## config.mk

```make
export PLATFORM = sky130hd
export DESIGN_NAME = stopwatch_ctrl
export DESIGN_NICKNAME = d
export VERILOG_FILES = /design/src/rtl/stopwatch_ctrl_pkg.sv /design/src/rtl/stopwatch_ctrl_bcd_digit_counter.sv /design/src/rtl/stopwatch_ctrl.sv
export SDC_FILE = /design/constraint.sdc
export NUM_CORES = 1
export LEC_CHECK = 0
export ABC_AREA = 1
export ABC_CLOCK_PERIOD_IN_PS = 2300
export BUFFER_PORTS_ARGS = -buffer_cell sky130_fd_sc_hd__buf_2
export CORE_MARGIN = 8
export CORE_UTILIZATION = 50
export DETAILED_ROUTE_END_ITERATION = 10
export PLACE_DENSITY = 0.71
export SLEW_MARGIN = 20
export SYNTH_ARGS = -nofsm -noshare
export SYNTH_HDL_FRONTEND = slang
export SYNTH_HIERARCHICAL = 1
export SYNTH_SLANG_ARGS = --single-unit
```

## constraint.sdc

```tcl
create_clock -name clk -period 2.3 [get_ports clk]
set_input_delay 0.115 -clock clk [delete_from_list [all_inputs] [get_ports clk]]
set_output_delay 0.115 -clock clk [all_outputs]
set_load 0.02 [all_outputs]
```

## src/rtl/stopwatch_ctrl_pkg.sv

```systemverilog
// Shared types and constants for the stopwatch controller.
package stopwatch_ctrl_pkg;

  localparam int BCD_W      = 4;
  localparam int NUM_DIGITS = 4;
  localparam int IDX_W      = 2;

  typedef enum logic [1:0] {
    ST_IDLE  = 2'd0,
    ST_RUN   = 2'd1,
    ST_PAUSE = 2'd2
  } state_e;

  // Active-low one-hot anode select, entry i lights digit i (digit 0 = cs).
  localparam logic [NUM_DIGITS-1:0][NUM_DIGITS-1:0] AN_ONEHOT = {
    4'b0111, 4'b1011, 4'b1101, 4'b1110
  };

  localparam logic [NUM_DIGITS-1:0] AN_RESET = 4'b1110;

endpackage

```

## src/rtl/stopwatch_ctrl_bcd_digit_counter.sv

```systemverilog
// One decimal digit: counts 0..9 when enabled, carries out on 9->0.
module bcd_digit_counter
  import stopwatch_ctrl_pkg::*;
(
  input  logic             clk,
  input  logic             rst,
  input  logic             clr,
  input  logic             en,
  output logic [BCD_W-1:0] val,
  output logic             carry
);

  logic [BCD_W-1:0] val_q, val_d;

  // Carry is combinational so the whole chain advances on the same edge.
  assign carry = en && (val_q == 4'd9);
  assign val   = val_q;

  // Next digit value: sync clear wins, else wrap at 9.
  always_comb begin
    val_d = val_q;
    if (clr)
      val_d = '0;
    else if (en)
      val_d = (val_q == 4'd9) ? '0 : val_q + 4'd1;
  end

  // Digit register.
  always_ff @(posedge clk or posedge rst) begin
    if (rst) val_q <= '0;
    else     val_q <= val_d;
  end

endmodule

```

## src/rtl/stopwatch_ctrl.sv

```systemverilog
// Stopwatch controller: run/pause FSM, 4-digit BCD time, sticky wrap flag,
// and a free-running 7-segment digit scanner.
module stopwatch_ctrl
  import stopwatch_ctrl_pkg::*;
#(
  parameter int unsigned SCAN_DIV = 50000
) (
  input  logic                  clk,
  input  logic                  rst,
  input  logic                  tick,
  input  logic                  start_stop,
  input  logic                  clear,
  output logic [15:0]           digits,
  output logic                  running,
  output logic                  ovf,
  output logic [NUM_DIGITS-1:0] an,
  output logic [BCD_W-1:0]      scan_bcd
);

  localparam int DIV_W = (SCAN_DIV > 2) ? $clog2(SCAN_DIV) : 1;
  localparam logic [DIV_W-1:0] DIV_LAST = DIV_W'(SCAN_DIV - 1);

  state_e state_q, state_d;
  logic   running_q, running_d;
  logic   ovf_q, ovf_d;
  logic   count_en;

  logic [DIV_W-1:0] div_q, div_d;
  logic [IDX_W-1:0] idx_q, idx_d;

  logic [NUM_DIGITS-1:0][BCD_W-1:0] dig;
  logic [NUM_DIGITS:0]              dig_en;

  // Count only on ticks seen while already in RUN; clear suppresses counting.
  assign count_en  = (state_q == ST_RUN) && tick && !clear;
  assign dig_en[0] = count_en;

  // Ripple-enable chain: cs -> ds -> s1 -> s10; the top carry is the wrap.
  for (genvar i = 0; i < NUM_DIGITS; i++) begin : g_dig
    bcd_digit_counter u_dig (
      .clk   (clk),
      .rst   (rst),
      .clr   (clear),
      .en    (dig_en[i]),
      .val   (dig[i]),
      .carry (dig_en[i+1])
    );
  end

  // Next state, registered running decode and sticky overflow.
  always_comb begin
    state_d = state_q;
    ovf_d   = ovf_q;
    if (clear) begin
      state_d = ST_IDLE;
      ovf_d   = 1'b0;
    end else begin
      if (dig_en[NUM_DIGITS])
        ovf_d = 1'b1;
      if (start_stop) begin
        unique case (state_q)
          ST_IDLE:  state_d = ST_RUN;
          ST_RUN:   state_d = ST_PAUSE;
          ST_PAUSE: state_d = ST_RUN;
          default:  state_d = ST_IDLE;
        endcase
      end
    end
    running_d = (state_d == ST_RUN);
  end

  // Control state register.
  always_ff @(posedge clk or posedge rst) begin
    if (rst) begin
      state_q   <= ST_IDLE;
      running_q <= 1'b0;
      ovf_q     <= 1'b0;
    end else begin
      state_q   <= state_d;
      running_q <= running_d;
      ovf_q     <= ovf_d;
    end
  end

  // Scan divider: hold each digit SCAN_DIV cycles, then step the index.
  always_comb begin
    div_d = div_q + DIV_W'(1);
    idx_d = idx_q;
    if (div_q == DIV_LAST) begin
      div_d = '0;
      idx_d = idx_q + IDX_W'(1);
    end
  end

  // Scan registers; independent of clear/start_stop/tick.
  always_ff @(posedge clk or posedge rst) begin
    if (rst) begin
      div_q <= '0;
      idx_q <= '0;
    end else begin
      div_q <= div_d;
      idx_q <= idx_d;
    end
  end

  // an and scan_bcd both decode the same registered index.
  assign an       = AN_ONEHOT[idx_q];
  assign scan_bcd = dig[idx_q];
  assign digits   = dig;
  assign running  = running_q;
  assign ovf      = ovf_q;

endmodule

```

Word-level counts from Yosys, hierarchy flattened
Cells that the tools add are included.
{"block": "word_totals", "output_inout_bits": 26, "ff_bits": 38, "in_bits": 5, "wordCells": 60}
{"block": "classes", "n_eq_ne": 8, "muxes": 22, "n_addsub": 6, "n_reduce_logical": 14, "n_lt_le_gt_ge": 1}
{"op": "two-way mux 4 bit", "n": 14}
{"op": "adder 16 x 1 -> 16 bit (second input constant)", "n": 1}
{"op": "adder 4 x 1 -> 4 bit (second input constant)", "n": 4}
{"op": "binary-select mux 4 bit (select 2 bit)", "n": 2}
{"op": "== test 16 bit (second input constant)", "n": 1}
{"op": "== test 4 bit (second input constant)", "n": 4}
{"op": "two-way mux 16 bit", "n": 1}
{"op": "nonzero test 2 bit", "n": 5}
{"op": "logical AND 1 bit", "n": 6}
{"op": "== test 2 x 1 -> 1 bit (second input constant)", "n": 2}
{"op": "two-way mux 2 bit", "n": 2}
{"op": "one-hot mux 2 bit (2 select lines)", "n": 1}
{"op": "< comparator 2 x 3 -> 1 bit (second input constant)", "n": 1}
{"op": "adder 2 x 1 -> 2 bit (second input constant)", "n": 1}
{"op": "== test 2 bit (second input constant)", "n": 1}
{"op": "zero test 2 bit", "n": 1}
{"op": "two-way mux 1 bit", "n": 2}
{"op": "OR reduction 2 bit", "n": 1}
{"op": "zero test 1 bit", "n": 1}

Logic depth before layout (Yosys ltp)
{"block": "logic_depth", "ltp_word": 9, "ltp_mapped": 14, "ltp_nobuf": 14}

Cells and area by module
Netlist, hierarchy kept.
{"module": "stopwatch_ctrl", "instances": 1, "area_per_inst_um2": 1315.0, "seq_area_each_um2": 550.5, "cells_each": 179}
{"module": "bcd_digit_counter", "instances": 4, "area_per_inst_um2": 269.0, "seq_area_each_um2": 100.1, "cells_each": 37}

Least setup slack after synthesis
No wires, ideal clock.
{"block": "synth_timing", "kind": "reg-to-reg", "startpoint": "reg g_dig[0].u_dig.val_q[1]", "endpoint": "reg g_dig[3].u_dig.val_q[2]", "setup_ps": 119, "t_arrival_ps": 1749, "setup_slack_ps": 433, "path_stages_with_launch": 14, "required_time_ps": 2181, "synth_period_minus_slack_ps": 1867, "path_buffers": 0, "path_cell_list": "dfrtp_1 > inv_1 > ha_1 > nand3_2 > nor2_1 > inv_2 > nor2_1 > inv_2 > nor2_1 > inv_2 > nand2_2 > nand3_1 > nand2_1 > nor2_1"}
{"block": "synth_via", "elab_chain_len": 5}
{"element": "from (decl)", "line": "stopwatch_ctrl_bcd_digit_counter.sv:13", "rtl": "logic [BCD_W-1:0] val_q, val_d;"}
{"element": "from (signal assigned)", "line": "stopwatch_ctrl_bcd_digit_counter.sv:31", "rtl": "else val_q <= val_d;"}
{"element": "== test 4 bit", "line": "stopwatch_ctrl_bcd_digit_counter.sv:16", "rtl": "assign carry = en && (val_q == 4'd9);"}
{"element": "logical AND 1 bit", "line": "stopwatch_ctrl_bcd_digit_counter.sv:16"}
{"element": "named net dig_en[1]", "line": "stopwatch_ctrl.sv:32", "rtl": "logic [NUM_DIGITS:0] dig_en;"}
{"element": "logical AND 1 bit", "line": "stopwatch_ctrl_bcd_digit_counter.sv:16"}
{"element": "named net dig_en[2]", "line": "stopwatch_ctrl.sv:32"}
{"element": "logical AND 1 bit", "line": "stopwatch_ctrl_bcd_digit_counter.sv:16"}
{"element": "named net dig_en[3]", "line": "stopwatch_ctrl.sv:32"}
{"element": "nonzero test 2 bit (no source line)"}
{"element": "to (signal assigned)", "line": "stopwatch_ctrl_bcd_digit_counter.sv:31"}
{"element": "to (decl)", "line": "stopwatch_ctrl_bcd_digit_counter.sv:13"}
The timed path passes the listed nets, and every way through them passes these cells.
A chain may end at the register's enable or synchronous reset.

Worst setup path in the final report
Same ends and word-level chain as after synthesis.

==> impl_results.md <==
- RSZ-0062 raised after global routing: false
- GRT Overall Usage: 0.1476
- CTS clk-pin slew, worst paths: 0.07 ns
- Initial DRC count: 86
- Max Cap Viol: 0
- Maximum VDD drop: 238.4 uV
- Mean Syn Cell Area: 7.312 um2
- Clock latency on the worst-skew pair: 0.28 ns
- Vias/cell: 4.947
- Sw power: 0.0002579 W
- Clock Path Buffers: 2
- Die height: 85.15 um
- Pleak: 1.477 nW
- Worst setup SP type: register
- Skew final: 0.004193 ns
- Pwr per Cell Area: 428.9 nW/um2
- F_max: 496.5 MHz
- Post-Syn Area: 2391 um2
- Net Sw Frac: 0.2236
- Post-route minimum period: 2.014 ns
- Global-route wire length before repair: 8714 um
- Syn Inst Count: 327
- Largest delay share family, worst path: simple AND/OR/NAND/NOR gates
- Core Rows: 25
- Final Hold Slack: 0.1350 ns
- Number of antenna violations at the first check in global routing: 0
- Sequential fraction of the synthesis area: 0.3977
- Postcts setup bufs: 0
- Cell depth of the worst flop-to-flop path: 13
- Die W: 85.15 um
- IO Count: 31
- Hold Crit Depth: 4
- Starting density of the core: 0.5130
- Status: complete, no violations
- Slowest CP cell: dfrtp_1
- Die Area: 7251 um2
- CP bufs+invs: 4
- CTS tree: built
- Period utilization: 0.8757
- Post-DP HPWL: 3919 um
- Number of global-route vias before repair: 1,920
- Crit path depth: 13
- DRC viols: 0
- Most used cell, CP: nor2_1
- Clk sinks: 38
- Via count: 2,068
- Core area: 4661 um2
- Flop pwr share: 0.586
- Slew margin rel.: 0.4404
- Total negative slack: 0 ns
- Diodes inserted: 0
- CP arrival: 2.19 ns
- Ys Warns: 6
- Final wirelength: 5025 um
- Worst Setup End Kind: register
- DR pass1 iterations: 4
- Final hold vios: 0
- Crit-path max FO: 6
- Hold WC Path Type: in -> reg
- Clock share of power: 0.367
- Root buffer cell: clkbuf_8
- Avg WL per Cell: 12.02 um
- Remaining Overflow, GRT: 0
- Post-DRT Antenna Nets: 0
- # resized after CTS: 0
- Fin. max-slew vios: 0
- Cts bufs inserted: 5
- Worst-margin pin slew: 0.8385 ns
- Synth unique cells: 24
- Share of post-route cells with drive strength above 1: 0.1868
- Int Power: 0.0008958 W
- Crit-path max cell delay: 0.43 ns
- Area delta synth->final: 12.51%
- Largest net degree at the start of global routing: 23
- Nets: 382
- Final Wtd Congestion: 0.8237
- Crit-path cells: inv_1, ha_1, nand3_2, nor2_1, inv_2, nor2_1, inv_2, nor2_1, inv_2, nand2_2, nand3_1, nand2_1, nor2_1
- H-tree levels: 2
- Syn Nets: 345
- Setup-failing EPs final: 0
- FF+latch count, synth: 38
- Worst Path Required: 2.48 ns
- Combinational power share: 0.047
- Crit path kind: reg -> reg
- PortBufs: 30
[cells by family (layout without fill, tap and decap cells)]
logic type / after synthesis / count (layout) / synth area share
compound gates: 28 / 28 / 0.06175
fa+ha+maj: 13 / 13 / 0.06803
simple gates: 177 / 177 / 0.3438
buf+inv: 63 / 100 / 0.09942
xor+xnor: 8 / 8 / 0.02931
flops: 38 / 38 / 0.3977
[metrics by stage]
step | area (um2) | utilization | setup slack, ns | cells | total power, W
final | 2690 | 0.5772 | 0.2858 | 418 | 0.001154
after global routing | 2690 | 0.5772 | 0.1296 | 418 | 0.001207
after CTS | 2690 | 0.5772 | 0.3273 | 418 | 0.001174
after detailed placement | 2604 | 0.5587 | 0.3434 | 410 | 0.0007435
after global placement | 2604 | 0.5587 | 0.4084 | 410 | 0.0007426
after floorplan | 2391 | - | 0.4325 | 327 | 0.0007239
[cell type report]
class                           instances  area (um2)
Sequential cell                        38       950.9
Timing Repair Buffer                   31       160.2
Inverter                               62       232.7
Multi-Input combinational cell        226        1202
Tap cell                               54       67.56
Fill cell                             448        1971
Clock buffer                            7       76.32
[cell usage after synthesis]
| cell type | number | area [um2] |
|---|---|---|
| nor2_1 | 44 | 165.2 |
| clkinv_1 | 1 | 3.750 |
| nand2_1 | 68 | 255.2 |
| nor2b_1 | 1 | 6.260 |
| xor2_1 | 7 | 61.31 |
| nand2_2 | 8 | 50.05 |
| xnor2_1 | 1 | 8.760 |
| o21bai_1 | 1 | 7.510 |
| nor2_4 | 2 | 22.52 |
| o22ai_1 | 4 | 25.02 |
| inv_2 | 8 | 30.03 |
| and2_1 | 1 | 6.260 |
| dfrtp_1 | 38 | 950.9 |
| nand3_2 | 6 | 60.06 |
| nand4_1 | 8 | 50.05 |
| nor3_1 | 2 | 10.01 |
| o21ai_0 | 10 | 50.05 |
| ha_1 | 13 | 162.7 |
| nand3_1 | 28 | 140.1 |
| o21ai_1 | 12 | 60.06 |
| inv_1 | 53 | 198.9 |
| nor2_2 | 9 | 56.30 |
| buf_2 | 1 | 5.000 |
| a21oi_1 | 1 | 5.000 |
[power by group through the flow]
stage	logic [W]	registers, W	clock network (W)
4_1_cts	0.0000559	0.000676	0.000442
6_report	0.0000541	0.000676	0.000423
5_1_grt	0.0000630	0.000677	0.000467
2_1_floorplan	0.0000322	0.000692	0
3_5_place_dp	0.0000546	0.000689	0
3_3_place_gp	0.0000538	0.000689	0
[registers in the layout, indices dropped and copies added (netlist names)]
register,flops
div_q,16
ovf,1
running,1
idx_q,2
state_q,2
g_dig.u_dig/val,16
[per-layer routing]
metal  global-route usage  vias up  wire, um  share of wire
met5                    0        -         0              0
met4              0.06311        0        57          0.011
met3              0.02606        4       210          0.042
met2               0.2230       38      2148           0.43
met1               0.2007      931      2609           0.52
li1                     -     1095         -              -
[path summary, 6_finish.rpt]
check	start	end	slack (ns)
min	start_stop	state_q[0]$_DFF_PP0_	0.14
max reg2reg	g_dig[0].u_dig/val[1]$_DFFE_PP0P_	g_dig[3].u_dig/val[2]$_DFFE_PP0P_	0.29
min reg2reg	ovf$_DFFE_PP0P_	ovf$_DFFE_PP0P_	0.49
max in group asynchronous	rst	state_q[1]$_DFF_PP0_	1.18
max	g_dig[0].u_dig/val[1]$_DFFE_PP0P_	g_dig[3].u_dig/val[2]$_DFFE_PP0P_	0.29
min in group asynchronous	rst	g_dig[2].u_dig/val[2]$_DFFE_PP0P_	0.30
[cell usage in the layout, fill, tap and decap left out]
cell type      synthesis  final
nand3_1               28     28
inv_1                 53     53
nand3_2                6      6
nor2b_1                1      1
nor2_2                 9      9
nand4_1                8      8
ha_1                  13     13
nor3_1                 2      2
clkinv_1               1      1
dfrtp_1               38     38
o21bai_1               1      1
clkbuf_8               0      5
o21ai_1               12     12
o22ai_1                4      4
xnor2_1                1      1
xor2_1                 7      7
dlygate4sd3_1          0      1
o21ai_0               10     10
nor2_1                44     44
inv_2                  8      8
nand2_1               68     68
clkbuf_1               0      2
a21oi_1                1      1
buf_2                  1     30
and2_1                 1      1
nor2_4                 2      2
nand2_2                8      8
[repair_timing]
| action | in CTS | in global routing |
|---|---|---|
| hold buffers | 1 | 0 |
| endpoints found under the hold margin | 16 | 0 |
| endpoints found under the setup margin | 0 | 0 |
[worst reg2reg max path, delay by kind of cell (launching register included)]
kind | cells | cell delay [ns]
flops | 1 | 0.43
simple gates | 8 | 0.95
buf+inv | 4 | 0.34
fa+ha+maj | 1 | 0.20
Note: power is estimated with default switching activity, not from simulation.
